==> src/rtl/pixel_unpacker.sv <==
`default_nettype none
// ============================================================================
// Module      : pixel_unpacker
// Description : Receive side of the 32-bit AXI-Stream video link. Every three
//               stream words carry four RGB888 pixels in little-endian byte
//               order. This block unpacks them, tags each pixel with its x/y
//               position and checks frame framing:
//                 - SOF: tuser must be high on the first word of each frame.
//                 - EOL: tlast must be high on the last word of each line.
//               A single output register and a single second-pixel hold
//               register sit between the stream and the pixel interface.
//
// Ports       : aclk, aresetn          clock, synchronous active-low reset
//               in_stream_t*           AXI-Stream slave (tkeep is ignored)
//               r, g, b, x, y          pixel colour and position
//               pix_valid / pix_ready  pixel handshake
//               frame_done             pulse when the last pixel of a frame
//                                      transfers
//               sof_err, eol_err       framing error pulses
//               frame_count            completed frames, wraps at 16 bits
//
// Revision    : 1.0  initial release
// ============================================================================
module pixel_unpacker #(
   parameter int X_SIZE = 640,
   parameter int Y_SIZE = 480
) (
   input  logic        aclk,
   input  logic        aresetn,
   input  logic [31:0] in_stream_tdata,
   input  logic [3:0]  in_stream_tkeep,
   input  logic        in_stream_tlast,
   input  logic        in_stream_tuser,
   input  logic        in_stream_tvalid,
   output logic        in_stream_tready,
   output logic [7:0]  r,
   output logic [7:0]  g,
   output logic [7:0]  b,
   output logic [9:0]  x,
   output logic [8:0]  y,
   output logic        pix_valid,
   input  logic        pix_ready,
   output logic        frame_done,
   output logic        sof_err,
   output logic        eol_err,
   output logic [15:0] frame_count
);

   localparam logic [9:0] c_X_LAST     = 10'(X_SIZE - 1);
   localparam logic [9:0] c_X_GRP_LAST = 10'(X_SIZE - 4);
   localparam logic [8:0] c_Y_LAST     = 9'(Y_SIZE - 1);

   localparam logic [0:0] c_HUNT = 1'b0;
   localparam logic [0:0] c_RUN  = 1'b1;

   // ------------------------------------------------------------------------
   // State
   // ------------------------------------------------------------------------
   logic [0:0]  r_state;
   logic [0:0]  w_state_next;
   logic        r_en;            // holds tready low until the first clock after reset
   logic [1:0]  r_phase;         // word index within the current 3-word group
   logic [15:0] r_carry;         // leftover bytes from the previous word
   logic [9:0]  r_wx;            // x of the current group's first pixel
   logic [8:0]  r_wy;            // y of the current group
   logic        r_hold_valid;
   logic [23:0] r_hold_pix;
   logic [9:0]  r_hold_x;
   logic [8:0]  r_hold_y;
   logic        r_pix_valid;
   logic [23:0] r_pix;
   logic [9:0]  r_x;
   logic [8:0]  r_y;
   logic        r_frame_done;
   logic        r_sof_err;
   logic        r_eol_err;
   logic [15:0] r_frame_count;

   // ------------------------------------------------------------------------
   // Handshake and framing decode
   // ------------------------------------------------------------------------
   logic        w_accept;
   logic        w_xfer;
   logic        w_run;
   logic        w_frame_start;
   logic        w_sof_resync;
   logic        w_sof_drop;
   logic        w_hunt_start;
   logic        w_restart;
   logic        w_proc;
   logic [1:0]  w_eff_phase;
   logic [9:0]  w_eff_wx;
   logic [8:0]  w_eff_wy;
   logic        w_eol_expected;
   logic        w_eol_err;
   logic        w_last_pix;
   logic        w_unused;

   assign w_unused      = ^in_stream_tkeep;

   assign w_accept      = in_stream_tvalid & in_stream_tready;
   assign w_xfer        = r_pix_valid & pix_ready;
   assign w_run         = (r_state == c_RUN);
   assign w_frame_start = (r_phase == 2'd0) && (r_wx == 10'd0) && (r_wy == 9'd0);

   // tuser where a mid-frame word was expected: restart the frame on this word
   assign w_sof_resync  = w_accept & w_run & in_stream_tuser & ~w_frame_start;
   // tuser missing on the first word of a frame: discard the word and hunt
   assign w_sof_drop    = w_accept & w_run & ~in_stream_tuser & w_frame_start;
   assign w_hunt_start  = w_accept & ~w_run & in_stream_tuser;
   assign w_restart     = w_hunt_start | w_sof_resync;
   assign w_proc        = w_hunt_start | (w_accept & w_run & ~w_sof_drop);

   // A restarted word is treated as phase 0 at (0,0); the old carry is unused
   assign w_eff_phase   = w_restart ? 2'd0  : r_phase;
   assign w_eff_wx      = w_restart ? 10'd0 : r_wx;
   assign w_eff_wy      = w_restart ? 9'd0  : r_wy;

   assign w_eol_expected = (w_eff_phase == 2'd2) && (w_eff_wx == c_X_GRP_LAST);
   assign w_eol_err      = w_accept & w_run & (in_stream_tlast != w_eol_expected);

   assign w_last_pix     = w_xfer && (r_x == c_X_LAST) && (r_y == c_Y_LAST);

   // ------------------------------------------------------------------------
   // Byte unpacking. Pixel = {r,g,b}; stream bytes are little-endian.
   //   w0 = {p1[7:0],  p0[23:0]}
   //   w1 = {p2[15:0], p1[23:8]}
   //   w2 = {p3[23:0], p2[23:16]}
   // ------------------------------------------------------------------------
   logic [23:0] w_pix_a;
   logic [23:0] w_pix_b;
   logic [15:0] w_carry_next;
   logic [9:0]  w_x_a;

   always_comb begin
      w_pix_a      = '0;
      w_pix_b      = '0;
      w_carry_next = '0;
      case (w_eff_phase)
         2'd0: begin
            w_pix_a      = in_stream_tdata[23:0];
            w_carry_next = {8'h00, in_stream_tdata[31:24]};
         end
         2'd1: begin
            w_pix_a      = {in_stream_tdata[15:0], r_carry[7:0]};
            w_carry_next = in_stream_tdata[31:16];
         end
         default: begin
            w_pix_a      = {in_stream_tdata[7:0], r_carry[15:0]};
            w_pix_b      = in_stream_tdata[31:8];
         end
      endcase
   end

   assign w_x_a = w_eff_wx + {8'd0, w_eff_phase};

   // Position of the next group once a phase-2 word completes the current one
   logic [9:0] w_wx_next;
   logic [8:0] w_wy_next;

   always_comb begin
      w_wx_next = w_eff_wx + 10'd4;
      w_wy_next = w_eff_wy;
      if (w_eff_wx == c_X_GRP_LAST) begin
         w_wx_next = 10'd0;
         w_wy_next = (w_eff_wy == c_Y_LAST) ? 9'd0 : w_eff_wy + 9'd1;
      end
   end

   // ------------------------------------------------------------------------
   // FSM: state register
   // ------------------------------------------------------------------------
   always_ff @(posedge aclk) begin
      if (!aresetn) begin
         r_state <= c_HUNT;
      end else begin
         r_state <= w_state_next;
      end
   end

   // ------------------------------------------------------------------------
   // FSM: next state
   // ------------------------------------------------------------------------
   always_comb begin
      w_state_next = r_state;
      case (r_state)
         c_HUNT:  if (w_hunt_start) w_state_next = c_RUN;
         default: if (w_sof_drop)   w_state_next = c_HUNT;
      endcase
   end

   // ------------------------------------------------------------------------
   // FSM: outputs. In HUNT the output register is always empty (a word is only
   // accepted in RUN while the output is draining), so tready can stay high.
   // ------------------------------------------------------------------------
   always_comb begin
      in_stream_tready = 1'b0;
      case (r_state)
         c_HUNT:  in_stream_tready = r_en;
         default: in_stream_tready = r_en & ~r_hold_valid & (~r_pix_valid | pix_ready);
      endcase
   end

   // ------------------------------------------------------------------------
   // Datapath
   // ------------------------------------------------------------------------
   always_ff @(posedge aclk) begin
      if (!aresetn) begin
         r_en          <= 1'b0;
         r_phase       <= 2'd0;
         r_carry       <= '0;
         r_wx          <= '0;
         r_wy          <= '0;
         r_hold_valid  <= 1'b0;
         r_hold_pix    <= '0;
         r_hold_x      <= '0;
         r_hold_y      <= '0;
         r_pix_valid   <= 1'b0;
         r_pix         <= '0;
         r_x           <= '0;
         r_y           <= '0;
         r_frame_done  <= 1'b0;
         r_sof_err     <= 1'b0;
         r_eol_err     <= 1'b0;
         r_frame_count <= '0;
      end else begin
         r_en         <= 1'b1;
         r_frame_done <= w_last_pix;
         r_sof_err    <= w_sof_resync | w_sof_drop;
         r_eol_err    <= w_eol_err;

         if (w_last_pix) begin
            r_frame_count <= r_frame_count + 16'd1;
         end

         if (w_sof_drop) begin
            r_phase <= 2'd0;
            r_carry <= '0;
         end

         if (w_proc) begin
            // Accepting a word implies the hold register is empty and the
            // output register is empty or draining this cycle.
            r_pix       <= w_pix_a;
            r_x         <= w_x_a;
            r_y         <= w_eff_wy;
            r_pix_valid <= 1'b1;
            r_carry     <= w_carry_next;
            if (w_eff_phase == 2'd2) begin
               r_phase      <= 2'd0;
               r_wx         <= w_wx_next;
               r_wy         <= w_wy_next;
               r_hold_valid <= 1'b1;
               r_hold_pix   <= w_pix_b;
               r_hold_x     <= w_eff_wx + 10'd3;
               r_hold_y     <= w_eff_wy;
            end else begin
               r_phase <= w_eff_phase + 2'd1;
               r_wx    <= w_eff_wx;
               r_wy    <= w_eff_wy;
            end
         end else if (r_hold_valid && (w_xfer || !r_pix_valid)) begin
            r_pix        <= r_hold_pix;
            r_x          <= r_hold_x;
            r_y          <= r_hold_y;
            r_pix_valid  <= 1'b1;
            r_hold_valid <= 1'b0;
         end else if (w_xfer) begin
            r_pix_valid <= 1'b0;
         end
      end
   end

   assign r           = r_pix[23:16];
   assign g           = r_pix[15:8];
   assign b           = r_pix[7:0];
   assign x           = r_x;
   assign y           = r_y;
   assign pix_valid   = r_pix_valid;
   assign frame_done  = r_frame_done;
   assign sof_err     = r_sof_err;
   assign eol_err     = r_eol_err;
   assign frame_count = r_frame_count;

endmodule
`default_nettype wire

==> config.mk <==
export PLATFORM = sky130hd
export DESIGN_NAME = pixel_unpacker
export DESIGN_NICKNAME = d
export VERILOG_FILES = /design/src/rtl/pixel_unpacker.sv
export SDC_FILE = /design/constraint.sdc
export NUM_CORES = 1
export LEC_CHECK = 0
export CORE_MARGIN = 2
export CORE_UTILIZATION = 56
export DETAILED_ROUTE_END_ITERATION = 12
export DONT_BUFFER_PORTS = 1
export PLACE_DENSITY = 0.78
export SYNTH_ARGS = -nofsm -noshare
export SYNTH_HDL_FRONTEND = slang
export SYNTH_SLANG_ARGS = --single-unit
export TNS_END_PERCENT = 5
==> constraint.sdc <==
create_clock -name aclk -period 3.65 [get_ports aclk]
set_clock_uncertainty 0.15 [all_clocks]
set_input_delay 0.73 -clock aclk [delete_from_list [all_inputs] [get_ports aclk]]
set_output_delay 0.73 -clock aclk [all_outputs]
set_load 0.03 [all_outputs]
==> out/qor.txt <==
outcome = complete, no violations
row cnt = 41
largest net degree at the start of global routing = 63
Synth cell types = 64
Mapped Cells = 836
CTS root buffer = clkbuf_16
worst-case reg-to-reg path depth = 12
Final Power = 3584 uW
vias in the first global route = 6,227
Overall Global Routing Usage = 30.31%
Main synth FF type = dfxtp_1
ant diodes = 0
R2R Path End = r_wy[6]$_SDFFE_PN0N_
critical path peak fanout = 6
r2r setup slk = 0.08 ns
initial antenna violation count = 1
Seq cells post-synth = 146
via/cell ratio = 6.538
Pre-Repair DR Iteration Count = 8
synthesized area per cell = 8.452 um^2
IO buf count = 0
Die ar. = 13,530 um^2
Yosys warning total = 0
Avg WL per Cell = 20.37 um
Die X = 116.3 um
fill count = 1,041
CP required = 3.81 ns
post-synth top area share = 41.37%
Max clock buf depth = 2
I/O pins = 106
Initial Util = 56.68%
crit share post-route = 97.91%
EDFF count, synth = 0
post-route core utilization = 63.87%
async set-or-reset flop fraction in the synthesized netlist = 0%
CTS Hold Buffers Added = 0
cell taking the most area after synthesis = dfxtp_1
# DRC = 0
Slew Limit Headroom = 44.56%
Post-DRT Antenna Nets = 0
CTS tree = done
startpoint types = register
Post-Synthesis Cell Area = 7066 um^2
final-report hold violation count = 0
crit path kind = register to register
iteration-0 DRC count of the detailed router = 694
share of layout cells above drive strength 1 = 15.11%
Net count, final = 870
top cells by area, synth = dfxtp_1 41%, a21oi_1 6.3%, nand2_1 5.4%
clock sink count = 146
min Tclk post-route = 3.574 ns
core area = 12,470 um^2
post-synthesis sequential area ratio = 41.37%
Critical Path Source = r_wy[5]$_SDFFE_PN0N_
H-tree levels = 4
Storage cell area = 2923 um^2
DIE HEIGHT = 116.3 um
critical path arrival = 3.73 ns
Setup crit end = r_wy[6]$_SDFFE_PN0N_
Worst-Margin Slew = 0.8316 ns
Max Slew Vio Count = 0
Layout area overhead = 12.68%
first-pass GRT wire length = 32.00 mm
global route total overflow = 0
Multi-input gate area = 3865 um^2
endpoint type of the worst setup path = register
Post-DP HPWL = 13.48 mm
Routed WL = 20.49 mm
CTS Buf Count = 17
PD cells = 450.2 nW/um^2
setup violators final = 0
Clock Latency Late Sink = 0.43 ns
clock-pin slew on the worst setup and hold paths = 0.05 ns
VDD IR max = 248.9 uV
HP Class = input pin to register
RR Startpoint = r_wy[5]$_SDFFE_PN0N_
fmax = 0.2798 GHz
RSZ-0062 raised after global routing = true
Leak Pwr = 0.002912 uW
vias = 6,577
max cap viols = 0
syn_nets = 885
GPL Wtd Cong = 0.9082
[routing by layer]
metal	up-vias	global-route usage, %	share of wire [%]
li1	3009	-	-
met1	3121	39.45	40
met2	388	46.67	47
met3	57	11.00	11
met4	2	10.56	2.5
met5	-	0	0.059
[power breakdown]
| part | internal, uW | switching [uW] |
|---|---|---|
| clock network | 1060 | 669 |
| logic | 65.1 | 107 |
| registers | 1620 | 64.6 |
| total | 2740 | 840 |
[worst min path at each step]
| stage | startpoint | endpoint | slack [ns] | cells past startpoint |
|---|---|---|---|---|
| after floorplan | r_hold_x[8]$_SDFFE_PN0P_ | r_hold_x[8]$_SDFFE_PN0P_ | 0.28 | 2 |
| after global placement | r_hold_x[5]$_SDFFE_PN0P_ | r_hold_x[5]$_SDFFE_PN0P_ | 0.29 | 2 |
| after detailed placement | r_hold_x[6]$_SDFFE_PN0P_ | r_hold_x[6]$_SDFFE_PN0P_ | 0.30 | 2 |
| after CTS | aresetn | r_en$_DFF_P_ | 0.17 | 0 |
| after global routing | aresetn | r_en$_DFF_P_ | 0.17 | 0 |
| final | aresetn | r_en$_DFF_P_ | 0.24 | 0 |
[stage by stage]
step / TNS, ns / hold slack, ns / worst slack (ns) / std cells / instance area [um^2]
2_1_floorplan: 0 / 0.2794 / 0.01915 / 836 / 7073
3_3_place_gp: 0 / 0.2890 / 0.1547 / 972 / 7328
3_5_place_dp: 0 / 0.2957 / 0.08704 / 972 / 7328
4_1_cts: 0 / 0.1699 / 0.04918 / 1004 / 7913
5_1_grt: -0.1962 / 0.1655 / -0.07349 / 1006 / 7961
6_report: 0 / 0.2427 / 0.07614 / 1006 / 7961
[timing repair]
action / in CTS / in global routing
endpoints found under the hold margin: 0 / 0
endpoints found under the setup margin: 0 / 4
resized for setup: 0 / 9
buffers inserted: 0 / 2
[critical path, cell delays in order (launching register included)]
cell and delay [ns]:
dfxtp_1 0.32, or4_4 0.54, or3_4 0.41, or3_4 0.36, nand2_4 0.12, and2_4 0.16
ha_4 0.13, nand4_1 0.13, or4b_4 0.65, a21oi_2 0.19, a21oi_1 0.05, o211ai_1 0.15
o21ai_1 0.10
[state kept, by name (all words and copies together) (netlist names), 2 cells and up]
name,flops
r_hold_x,10
r_carry,16
r_pix,24
x,10
r_wy,9
r_hold_y,9
r_phase,2
r_wx,10
r_hold_pix,24
frame_count,16
y,9
[placed cells by master, fill, tap and decap left out, types with 10 or more instances in the layout]
cell and instances:
inv_1 10, buf_4 39, nand3_1 47, a31oi_1 12, nand4_1 11, nand2_1 102
mux2_2 28, mux2i_1 25, dfxtp_1 146, nor2_1 47, o21ai_0 33, xnor2_1 19
a21oi_1 86, clkbuf_16 17, nor3_1 12, a211oi_1 23
[final cells by class]
cell class | count | area share (%)
clock buffers | 24 | 6.051
multi-input cells | 604 | 48.55
clock inverters | 8 | 1.289
flip-flops and latches | 146 | 36.71
well taps | 172 | 2.703
repair buffers | 41 | 4.180
inverters | 11 | 0.5186
[Yosys cell counts, types with 4 or more instances]
cell,n
mux2_2,28
ha_1,6
o21a_1,4
clkbuf_1,52
a32o_1,8
nand3_1,47
buf_2,14
or3_1,10
nor2_1,47
nor4_1,9
dfxtp_1,146
a222oi_1,5
nor2b_1,5
a31oi_1,12
o2bb2ai_1,8
o211ai_1,6
a21oi_1,89
xnor2_1,19
nand2b_1,7
buf_1,7
mux2i_1,25
o21bai_1,5
o21ai_0,34
nand4_1,11
nor3_1,12
nand2_1,102
a32oi_1,9
a211oi_1,23
inv_1,11
xor2_1,7
and2_1,10
and3_1,9
[logic make-up after synthesis]
group / after synthesis / synth area share, %
multiplexers: 53 / 8.004
adder cells (fa/ha/maj): 7 / 1.346
AND/OR/NAND/NOR: 289 / 20.22
XOR/XNOR: 26 / 3.223
buffers and inverters: 86 / 4.923
AO/OA/AOI/OAI: 229 / 20.91
flip-flops: 146 / 41.37
No activity file was read; power rests on OpenSTA's default activity.
